===== src/rtl/pulse_stretch.sv =====
// pulse_stretch: turns a single-cycle tick into a PULSE_W-cycle high level,
// followed by a GAP_W-cycle low guard interval during which ticks are refused.
//
// Parameters
//   PULSE_W  cycles level is held high per accepted tick (1..255)
//   GAP_W    low cycles after each pulse before a new tick is accepted (0..255)
//   RETRIG   1: tick while high restarts the pulse, 0: tick while high is dropped
//   CNT_W    width of drop_cnt
//
// Ports
//   clk       rising-edge clock
//   reset     asynchronous active-low reset
//   tick      single-cycle event request
//   level     registered stretched pulse
//   busy      registered, high whenever the FSM is not IDLE
//   drop      registered one-cycle strobe for an ignored tick
//   drop_cnt  saturating count of ignored ticks
module pulse_stretch #(
  parameter int PULSE_W = 4,
  parameter int GAP_W   = 2,
  parameter int RETRIG  = 0,
  parameter int CNT_W   = 8
) (
  input  logic             clk,
  input  logic             reset,
  input  logic             tick,
  output logic             level,
  output logic             busy,
  output logic             drop,
  output logic [CNT_W-1:0] drop_cnt
);

  typedef enum logic [1:0] {IDLE = 2'd0, HIGH = 2'd1, GAP = 2'd2} state_t;

  localparam logic [7:0] PULSE_LD = 8'(PULSE_W - 1);
  // GAP_W=0 never enters GAP, so its load value is irrelevant there
  localparam logic [7:0] GAP_LD   = (GAP_W > 0) ? 8'(GAP_W - 1) : 8'd0;

  state_t     state, state_nxt;
  logic [7:0] cnt, cnt_nxt;
  logic       level_nxt, busy_nxt, drop_nxt;

  // state / counter / output registers
  always_ff @(posedge clk or negedge reset) begin
    if (!reset) begin
      state    <= IDLE;
      cnt      <= 8'd0;
      level    <= 1'b0;
      busy     <= 1'b0;
      drop     <= 1'b0;
      drop_cnt <= '0;
    end else begin
      state <= state_nxt;
      cnt   <= cnt_nxt;
      level <= level_nxt;
      busy  <= busy_nxt;
      drop  <= drop_nxt;
      if (drop_nxt && (drop_cnt != {CNT_W{1'b1}}))
        drop_cnt <= drop_cnt + 1'b1;
    end
  end

  // next-state / counter
  always_comb begin
    state_nxt = state;
    cnt_nxt   = cnt;
    case (state)
      IDLE: begin
        if (tick) begin
          state_nxt = HIGH;
          cnt_nxt   = PULSE_LD;
        end
      end
      HIGH: begin
        if (tick && (RETRIG != 0)) begin
          // retrigger also applies on the last high cycle, so no low glitch
          cnt_nxt = PULSE_LD;
        end else if (cnt == 8'd0) begin
          if (GAP_W == 0) begin
            state_nxt = IDLE;
            cnt_nxt   = 8'd0;
          end else begin
            state_nxt = GAP;
            cnt_nxt   = GAP_LD;
          end
        end else begin
          cnt_nxt = cnt - 8'd1;
        end
      end
      GAP: begin
        if (cnt == 8'd0) state_nxt = IDLE;
        else             cnt_nxt   = cnt - 8'd1;
      end
      default: begin
        state_nxt = IDLE;
        cnt_nxt   = 8'd0;
      end
    endcase
  end

  // outputs: computed from the next state and registered, so no tick->output path
  always_comb begin
    level_nxt = (state_nxt == HIGH);
    busy_nxt  = (state_nxt != IDLE);
    drop_nxt  = tick && (((state == HIGH) && (RETRIG == 0)) || (state == GAP));
  end

endmodule

===== config.mk =====
export PLATFORM = sky130hd
export DESIGN_NAME = pulse_stretch
export DESIGN_NICKNAME = d
export VERILOG_FILES = /design/src/rtl/pulse_stretch.sv
export SDC_FILE = /design/constraint.sdc
export NUM_CORES = 1
export LEC_CHECK = 0
export CAP_MARGIN = 15
export CORE_MARGIN = 2
export CORE_UTILIZATION = 54
export CTS_CLUSTER_DIAMETER = 50
export CTS_CLUSTER_SIZE = 20
export DETAILED_ROUTE_END_ITERATION = 10
export PLACE_DENSITY = 0.81
export SLEW_MARGIN = 20
export SYNTH_ARGS = -nofsm -noshare
export SYNTH_HDL_FRONTEND = slang
export SYNTH_SLANG_ARGS = --single-unit

===== constraint.sdc =====
create_clock -name clk -period 2.1 [get_ports clk]
set_input_delay 0.315 -clock clk [delete_from_list [all_inputs] [get_ports clk]]
set_output_delay 0.315 -clock clk [all_outputs]
set_load 0.05 [all_outputs]

==> results of run 1 <==
[worst max-delay path, delay by kind of cell (launching register included)]
| kind | cells | cell delay, ns |
|---|---|---|
| DFF | 1 | 0.41 |
| and+or+nand+nor | 2 | 0.65 |
| buffers and inverters | 1 | 0.10 |
| adders and majority gates | 1 | 0.24 |
| AOI/OAI and AO/OA | 2 | 0.55 |
[sequential cells by signal, indices dropped and copies added (netlist names)]
signal    count
busy          1
cnt           8
drop          1
drop_cnt      8
level         1
state         2
[cells in the final DEF, fill, tap and decap left out, drive strengths merged, types with 4 or more instances in the layout]
cell type and instances:
xnor2 5, nor2 8, inv 7, o31ai 5
dfrtp 21, a21oi 9, ha 6, nand4 5
buf 5, or4 4, clkdlybuf4s50 13, nand2 4
[power by group through the flow]
| stage | Sequential (mW) | Combinational (mW) | Clock, mW |
|---|---|---|---|
| 2_1_floorplan | 1.00 | 0.730 | 0 |
| 5_1_grt | 0.775 | 1.54 | 0.213 |
| 3_3_place_gp | 0.740 | 1.32 | 0 |
| 6_report | 0.751 | 1.40 | 0.202 |
| 4_1_cts | 0.748 | 1.36 | 0.206 |
| 3_5_place_dp | 0.757 | 1.36 | 0 |
[area by class of cell]
type                            instances  share of cell area
Multi-Input combinational cell         79              0.4312
Sequential cell                        21              0.3829
Timing Repair Buffer                   18              0.1222
Tap cell                               27             0.02461
Inverter                                7             0.01914
Clock buffer                            3             0.01641
Clock inverter                          1            0.003646
[path summary, 6_finish.rpt]
path                          start     end  slack [ns]  cells after the start
setup / recovery           state[1]  cnt[4]         0.1                      6
hold / removal                reset  cnt[5]        0.32                      2
setup reg to reg           state[1]  cnt[4]         0.1                      6
hold reg to reg              cnt[1]  cnt[1]        0.53                      2
max in group asynchronous     reset    drop        1.57                      2
min in group clk             cnt[1]  cnt[1]        0.53                      2
[metal layers]
layer / track usage / wire [µm] / share of wire / up-vias
met5: 0 / 0 / 0 / -
met4: 0.08333 / 40 / 0.017 / 0
met3: 0.03869 / 75 / 0.033 / 5
met2: 0.3311 / 1110 / 0.49 / 15
met1: 0.2549 / 1059 / 0.46 / 438
li1: - / - / - / 439
[what timing repair did]
item                                    CTS  global route
hold endpoints to repair                  0             0
endpoints found under the setup margin    0             1
buffers inserted                          0             3
[logic make-up (layout without fill, tap and decap cells)]
group,count (synthesis),count (layout)
compound gates,26,26
xor+xnor,7,7
fa+ha+maj,6,6
buf+inv,8,29
flops,21,21
mux,2,2
simple gates,38,38
[per-stage QoR]
stage / worst slack, ns / TNS [ns]
floorplan: 0.2618 / 0
global placement: 0.1703 / 0
detailed placement: 0.1202 / 0
CTS: 0.1112 / 0
global route: -0.005175 / -0.005175
finish: 0.09812 / 0
==> metrics.txt, run 1 <==
# TYPE chip_impl_metric gauge
chip_impl_info{name="status",value="finished, final reports clean"} 1
chip_impl_info{name="postSynth.topFlopCell",value="dfrtp_1"} 1
chip_impl_metric{name="p_leak",unit="nW"} 0.5768
chip_impl_metric{name="crit_required",unit="ns"} 2.36
chip_impl_metric{name="max_cap_viol_count",unit=""} 0
chip_impl_metric{name="place.detailed.instances",unit=""} 149
chip_impl_metric{name="timing.critical_path.fanout_max",unit=""} 6
chip_impl_metric{name="gpl.final_weighted_congestion",unit=""} 0.8324
chip_impl_info{name="critPathLaunchType",value="register"} 1
chip_impl_metric{name="diodes",unit=""} 0
chip_impl_metric{name="ys.warnings.count",unit=""} 0
chip_impl_metric{name="initial_util",unit=""} 0.5827
chip_impl_info{name="chain_of_cells_forming_the_critical_path",value="inv_1 > ha_1 > nor2b_1 > a311o_1 > or4_1 > a21oi_1"} 1
chip_impl_metric{name="switching_power",unit="mW"} 1.148
chip_impl_metric{name="clk_latency",unit="ns"} 0.32
chip_impl_metric{name="worst_setup_hold_path_clk_slew",unit="ns"} 0.12
chip_impl_metric{name="grt_first_pass_wirelength",unit="µm"} 3843
chip_impl_metric{name="synth_fp_nets",unit=""} 117
chip_impl_metric{name="h-tree-depth",unit=""} 1
chip_impl_metric{name="drt.antenna.violating_nets",unit=""} 0
chip_impl_metric{name="synthesized_area_fraction_occupied_by_ao_oa_aoi_and_oai_cells",unit=""} 0.1549
chip_impl_info{name="timing.critical_path.slowest_stage_cell",value="or4_1"} 1
chip_impl_metric{name="syn_area",unit="µm²"} 1155
chip_impl_metric{name="coreArea",unit="µm²"} 1982
chip_impl_metric{name="die_area",unit="µm²"} 2525
chip_impl_metric{name="die_height",unit="µm"} 50.25
chip_impl_metric{name="count_of_vias_placed_by_the_detailed_router",unit=""} 897
chip_impl_info{name="post_synth_top_area_cell",value="dfrtp_1"} 1
chip_impl_metric{name="detail_route.vias_per_cell",unit=""} 5.750
chip_impl_metric{name="drt_first_pass_iters",unit=""} 4
chip_impl_metric{name="iter_0_drt_violations",unit=""} 17
chip_impl_metric{name="layout.core_utilization",unit=""} 0.6926
chip_impl_metric{name="final.min_clock_period",unit="ns"} 2.002
chip_impl_metric{name="finalWirelength",unit="µm"} 2286
chip_impl_metric{name="fmax",unit="MHz"} 499.5
chip_impl_metric{name="track_usage",unit=""} 0.2000
chip_impl_metric{name="post_synth_and_or_nand_nor_area_fraction",unit=""} 0.2210
chip_impl_metric{name="cell_internal_pwr",unit="mW"} 1.207
chip_impl_metric{name="seqCellArea",unit="µm²"} 525.5
chip_impl_metric{name="timing.final.max_slew_violations",unit=""} 0
chip_impl_metric{name="dpl.hpwl",unit="µm"} 1635
chip_impl_metric{name="cts.repair.resized",unit=""} 0
chip_impl_metric{name="pwr-share-seq",unit=""} 0.319
chip_impl_metric{name="pwr-share-comb",unit=""} 0.595
chip_impl_metric{name="worst-endpoint-arrival",unit="ns"} 2.26
chip_impl_metric{name="synth-edff-count",unit=""} 0
chip_impl_metric{name="synth.yosys.seq_area_share",unit=""} 0.4550
chip_impl_metric{name="share_clk_of_total_power",unit=""} 0.086
chip_impl_metric{name="post_route_cells_drive_above_1_share",unit=""} 0.1395
chip_impl_info{name="combinational_family_with_the_most_area_after_synthesis",value="simple AND/OR/NAND/NOR gates"} 1
chip_impl_metric{name="cts-buffers-inserted",unit=""} 3
chip_impl_metric{name="port_buffer_count",unit=""} 13
chip_impl_metric{name="site_row_count",unit=""} 16
chip_impl_metric{name="power_switching_share",unit=""} 0.4875
chip_impl_metric{name="synth_async_sr_flop_share",unit=""} 1.000
chip_impl_metric{name="critical_path.max_stage_delay",unit="ns"} 0.42
chip_impl_metric{name="worst_slew_pin_tran",unit="ns"} 0.5100
chip_impl_metric{name="maximum_clock_path_buffer_count",unit=""} 2
chip_impl_metric{name="hold_viol_final",unit=""} 0
chip_impl_metric{name="finalNetCount",unit=""} 139
chip_impl_metric{name="ys_seq_elements",unit=""} 21
chip_impl_metric{name="fin_worst_skew",unit="ns"} 0.006360
chip_impl_metric{name="final_design_area_no_fill",unit="µm²"} 1373
chip_impl_metric{name="drt_drc_violations_left",unit=""} 0
chip_impl_metric{name="post_synth_inst_count",unit=""} 108
chip_impl_metric{name="fin_worst_hold_slack",unit="ns"} 0.3153
chip_impl_metric{name="synthMuxAreaShare",unit=""} 0.01842
chip_impl_info{name="critPathKind",value="register to register"} 1
chip_impl_metric{name="avgSynthCellArea",unit="µm²"} 10.69
chip_impl_metric{name="pin_count_of_the_biggest_net_entering_global_routing",unit=""} 22
chip_impl_metric{name="io-pin-count",unit=""} 14
chip_impl_info{name="synth_top_cells_by_count",value="21 x dfrtp_1, 9 x a21oi_1, 7 x inv_1, 7 x nor2_1, 6 x ha_1"} 1
chip_impl_metric{name="route.detailed.wl_per_inst",unit="µm"} 14.65
chip_impl_metric{name="place_area",unit="µm²"} 1323
chip_impl_metric{name="final_min_period_over_clock_period",unit=""} 0.9533
chip_impl_metric{name="grt_pass1_vias",unit=""} 849
chip_impl_metric{name="hold_buffers",unit=""} 0
chip_impl_info{name="cts_root_buffer",value="clkbuf_4"} 1
chip_impl_metric{name="final_cell_count_no_fill",unit=""} 156
chip_impl_metric{name="tritoncts_num_sinks",unit=""} 21
chip_impl_metric{name="synth_xor_xnor_area_share",unit=""} 0.05309
chip_impl_metric{name="area_occupied_by_multi_input_gates",unit="µm²"} 591.8
chip_impl_metric{name="area_delta_synth_final",unit="%"} 18.85
chip_impl_metric{name="die_width",unit="µm"} 50.25
chip_impl_metric{name="n_fill_cell",unit=""} 152
chip_impl_info{name="yosys.cell_count.top_type",value="dfrtp_1"} 1
chip_impl_info{name="worstSetupEndpointType",value="register"} 1
chip_impl_info{name="tritoncts_clock_tree",value="done"} 1
chip_impl_metric{name="total_grt_overflow",unit=""} 0
chip_impl_metric{name="max-vdd-ir-drop",unit="mV"} 1.263
chip_impl_metric{name="timing.slew.headroom",unit=""} 0.6593
chip_impl_info{name="timing.hold.worst.class",value="input port to asynchronous set/reset pin"} 1
chip_impl_metric{name="power",unit="mW"} 2.356
chip_impl_metric{name="synth_top_cell_area_share",unit=""} 0.4550
chip_impl_metric{name="post_synth_num_cell_types",unit=""} 39
chip_impl_metric{name="finalSetupViolCount",unit=""} 0
chip_impl_info{name="synth_top_cells_by_area",value="dfrtp_1 46%, ha_1 6.5%, a21oi_1 3.9%"} 1
chip_impl_metric{name="power.density_cell_area",unit="nW/µm²"} 1716
chip_impl_metric{name="adder_cell_share_of_the_synthesized_area",unit=""} 0.06501
chip_impl_metric{name="antenna_violations_before_repair",unit=""} 0
(Power assumes the default switching activity.)
==> run 2, diff against run 1 <==
--- a/config.mk
+++ b/config.mk
@@ -7,11 +7,11 @@
 export LEC_CHECK = 0
 export CAP_MARGIN = 15
 export CORE_MARGIN = 2
-export CORE_UTILIZATION = 54
+export CORE_UTILIZATION = 58
 export CTS_CLUSTER_DIAMETER = 50
-export CTS_CLUSTER_SIZE = 20
+export CTS_CLUSTER_SIZE = 25
 export DETAILED_ROUTE_END_ITERATION = 10
-export PLACE_DENSITY = 0.81
+export PLACE_DENSITY = 0.86
 export SLEW_MARGIN = 20
 export SYNTH_ARGS = -nofsm -noshare
 export SYNTH_HDL_FRONTEND = slang
==> constraint.sdc (replaced) <==
create_clock -name clk -period 2.46 [get_ports clk]
set_input_delay 0.369 -clock clk [delete_from_list [all_inputs] [get_ports clk]]
set_output_delay 0.369 -clock clk [all_outputs]
set_load 0.05 [all_outputs]
==> run 2 against run 1 <==
Fmax is 1.1% lower; largest cell class unchanged; power down 18%; design area fell by 2.3%; combinational power fell by 19%; setup slack improved by 0.34 ns; largest power group unchanged; sequential power fell by 15%; via count unchanged; highest routed layer unchanged; sequential share of layout area up 0.89 points.
==> metrics.txt, run 2 (synthesis results as in run 1) <==
# TYPE chip_impl_metric gauge
chip_impl_info{name="status",value="finished, final reports clean"} 1
chip_impl_metric{name="maximum_clock_path_buffer_count",unit=""} 2
chip_impl_metric{name="timing.critical_path.fanout_max",unit=""} 6
chip_impl_info{name="reg_top3",value="cnt (8), drop_cnt (8), state (2)"} 1
chip_impl_metric{name="total_grt_overflow",unit=""} 0
chip_impl_metric{name="finalNetCount",unit=""} 135
chip_impl_metric{name="setup_slack_reg_to_reg",unit="ns"} 0.44
chip_impl_metric{name="cp.buffers_inverters",unit=""} 1
chip_impl_info{name="worst_path_dominant_cell_family",value="simple AND/OR/NAND/NOR gates"} 1
chip_impl_metric{name="worstSetupPathDepth",unit=""} 6
chip_impl_metric{name="final_min_period_over_clock_period",unit=""} 0.8227
chip_impl_metric{name="setup-tns-final",unit="ns"} 0
chip_impl_metric{name="dpl.hpwl",unit="µm"} 1630
chip_impl_info{name="tritoncts_clock_tree",value="done"} 1
chip_impl_metric{name="layout.core_utilization",unit=""} 0.6979
chip_impl_metric{name="die_width",unit="µm"} 48.62
chip_impl_metric{name="tritoncts_num_sinks",unit=""} 21
chip_impl_metric{name="post_cts_repair_setup_buffers",unit=""} 0
chip_impl_metric{name="die_area",unit="µm²"} 2364
chip_impl_info{name="mostFrequentLayoutCell",value="dfrtp_1"} 1
chip_impl_metric{name="critical_path.max_stage_delay",unit="ns"} 0.42
chip_impl_metric{name="timing.slew.headroom",unit=""} 0.6339
chip_impl_metric{name="final_design_area_no_fill",unit="µm²"} 1341
chip_impl_info{name="timing.rr.start",value="state[0]"} 1
chip_impl_info{name="worstSetupEndpointType",value="register"} 1
chip_impl_metric{name="seqCellArea",unit="µm²"} 525.5
chip_impl_metric{name="worst_r2r_path_depth",unit=""} 6
chip_impl_info{name="critPathLaunchType",value="register"} 1
chip_impl_metric{name="port_buffer_count",unit=""} 13
chip_impl_info{name="layout.cells.most_common_list",value="21 x dfrtp_1, 13 x clkdlybuf4s50_1, 9 x a21oi_1"} 1
chip_impl_metric{name="hold_buffers",unit=""} 0
chip_impl_metric{name="route.detailed.wl_per_inst",unit="µm"} 14.34
chip_impl_metric{name="final_critical_path_setup_slack",unit="ns"} 0.4362
chip_impl_metric{name="post-place-ws",unit="ns"} 0.4089
chip_impl_metric{name="worst_slew_pin_tran",unit="ns"} 0.5492
chip_impl_metric{name="worst-endpoint-arrival",unit="ns"} 2.25
chip_impl_metric{name="iter_0_drt_violations",unit=""} 9
chip_impl_metric{name="drt_first_pass_iters",unit=""} 4
chip_impl_metric{name="cts-buffers-inserted",unit=""} 3
chip_impl_metric{name="n_fill_cell",unit=""} 153
chip_impl_metric{name="h-tree-depth",unit=""} 1
chip_impl_metric{name="fmax",unit="MHz"} 494.1
chip_impl_metric{name="detail_route.vias_per_cell",unit=""} 5.901
chip_impl_metric{name="gpl.final_weighted_congestion",unit=""} 0.8220
chip_impl_metric{name="clk_latency",unit="ns"} 0.29
chip_impl_metric{name="place_area",unit="µm²"} 1315
chip_impl_info{name="critPathKind",value="register to register"} 1
chip_impl_metric{name="diodes",unit=""} 0
chip_impl_info{name="timing.hold.worst.class",value="input port to asynchronous set/reset pin"} 1
chip_impl_metric{name="finalSetupViolCount",unit=""} 0
chip_impl_metric{name="cts.repair.resized",unit=""} 0
chip_impl_metric{name="pin_count_of_the_biggest_net_entering_global_routing",unit=""} 22
chip_impl_metric{name="worst_setup_hold_path_clk_slew",unit="ns"} 0.11
chip_impl_info{name="timing.critical_path.slowest_stage_cell",value="or4_1"} 1
chip_impl_metric{name="grt_first_pass_wirelength",unit="µm"} 3905
chip_impl_metric{name="track_usage",unit=""} 0.2088
chip_impl_metric{name="area_delta_synth_final",unit="%"} 16.14
chip_impl_metric{name="hold_viol_final",unit=""} 0
chip_impl_metric{name="timing.final.max_slew_violations",unit=""} 0
chip_impl_metric{name="drt_drc_violations_left",unit=""} 0
chip_impl_metric{name="finalWirelength",unit="µm"} 2180
chip_impl_metric{name="antenna_violations_before_repair",unit=""} 0
chip_impl_metric{name="count_of_vias_placed_by_the_detailed_router",unit=""} 897
chip_impl_info{name="rsz0062_at_grt",value="no"} 1
chip_impl_info{name="chain_of_cells_forming_the_critical_path",value="inv_1 > ha_1 > nor2b_1 > a311o_1 > or4_1 > a21oi_1"} 1
chip_impl_metric{name="coreArea",unit="µm²"} 1922
chip_impl_info{name="cts_root_buffer",value="clkbuf_4"} 1
chip_impl_metric{name="io-pin-count",unit=""} 14
chip_impl_metric{name="drt.antenna.violating_nets",unit=""} 0
chip_impl_metric{name="p_leak",unit="nW"} 0.5545
chip_impl_metric{name="post_route_cells_drive_above_1_share",unit=""} 0.1040
chip_impl_metric{name="initial_util",unit=""} 0.6009
chip_impl_metric{name="power",unit="mW"} 1.941
chip_impl_metric{name="grt_pass1_vias",unit=""} 913
chip_impl_metric{name="final.min_clock_period",unit="ns"} 2.024
chip_impl_metric{name="die_height",unit="µm"} 48.62
chip_impl_info{name="cp_startpoint",value="state[0]"} 1
chip_impl_info{name="worst_r2r_end",value="cnt[4]"} 1
chip_impl_metric{name="max_cap_viol_count",unit=""} 0
chip_impl_metric{name="power.density_cell_area",unit="nW/µm²"} 1447
chip_impl_info{name="setup.worst_path.end",value="cnt[4]"} 1
chip_impl_metric{name="fin_worst_skew",unit="ns"} 0.0009897
chip_impl_metric{name="site_row_count",unit=""} 16
chip_impl_metric{name="max-vdd-ir-drop",unit="mV"} 1.126
chip_impl_metric{name="area_occupied_by_multi_input_gates",unit="µm²"} 591.8
chip_impl_metric{name="crit_required",unit="ns"} 2.69
[run 2: metal layers]
metal,track usage,part of all wire,vias to the layer above
met2,0.3653,0.52,11
li1,-,-,430
met5,0,0,-
met4,0.08571,0.011,0
met3,0.03704,0.026,2
met1,0.2536,0.44,454
[run 2: how the worst min path moves through the flow]
stage / to / cells after the start
3_3_place_gp: cnt[1] / 2
4_1_cts: cnt[1] / 2
2_1_floorplan: busy / 0
3_5_place_dp: cnt[1] / 2
5_1_grt: cnt[0] / 2
6_report: cnt[1] / 2
[run 2: where the power goes]
| group | internal [mW] | switching, mW |
|---|---|---|
| clock network | 0.0631 | 0.0983 |
| logic | 0.440 | 0.700 |
| registers | 0.484 | 0.155 |
| total | 0.987 | 0.954 |
[run 2: worst register-to-register path, cell delays in order (launching register included)]
cell	delay (ns)
dfrtp_1	0.41
inv_1	0.08
ha_1	0.25
nor2b_1	0.23
a311o_1	0.40
or4_1	0.42
a21oi_1	0.15
[run 2: layout make-up]
type,instances,share of cell area
inverter,7,0.01959
multi-input combinational,79,0.4412
sequential,21,0.3918
tap,27,0.02519
clock buffer,4,0.01959
timing repair buffer,14,0.1026
[run 2: stage by stage]
| step | instances | hold WS [ns] |
|---|---|---|
| floorplan | 108 | 0.07341 |
| global placement | 148 | 0.4967 |
| detailed placement | 148 | 0.5129 |
| CTS | 152 | 0.4131 |
| global route | 152 | 0.4405 |
| finish | 152 | 0.4087 |
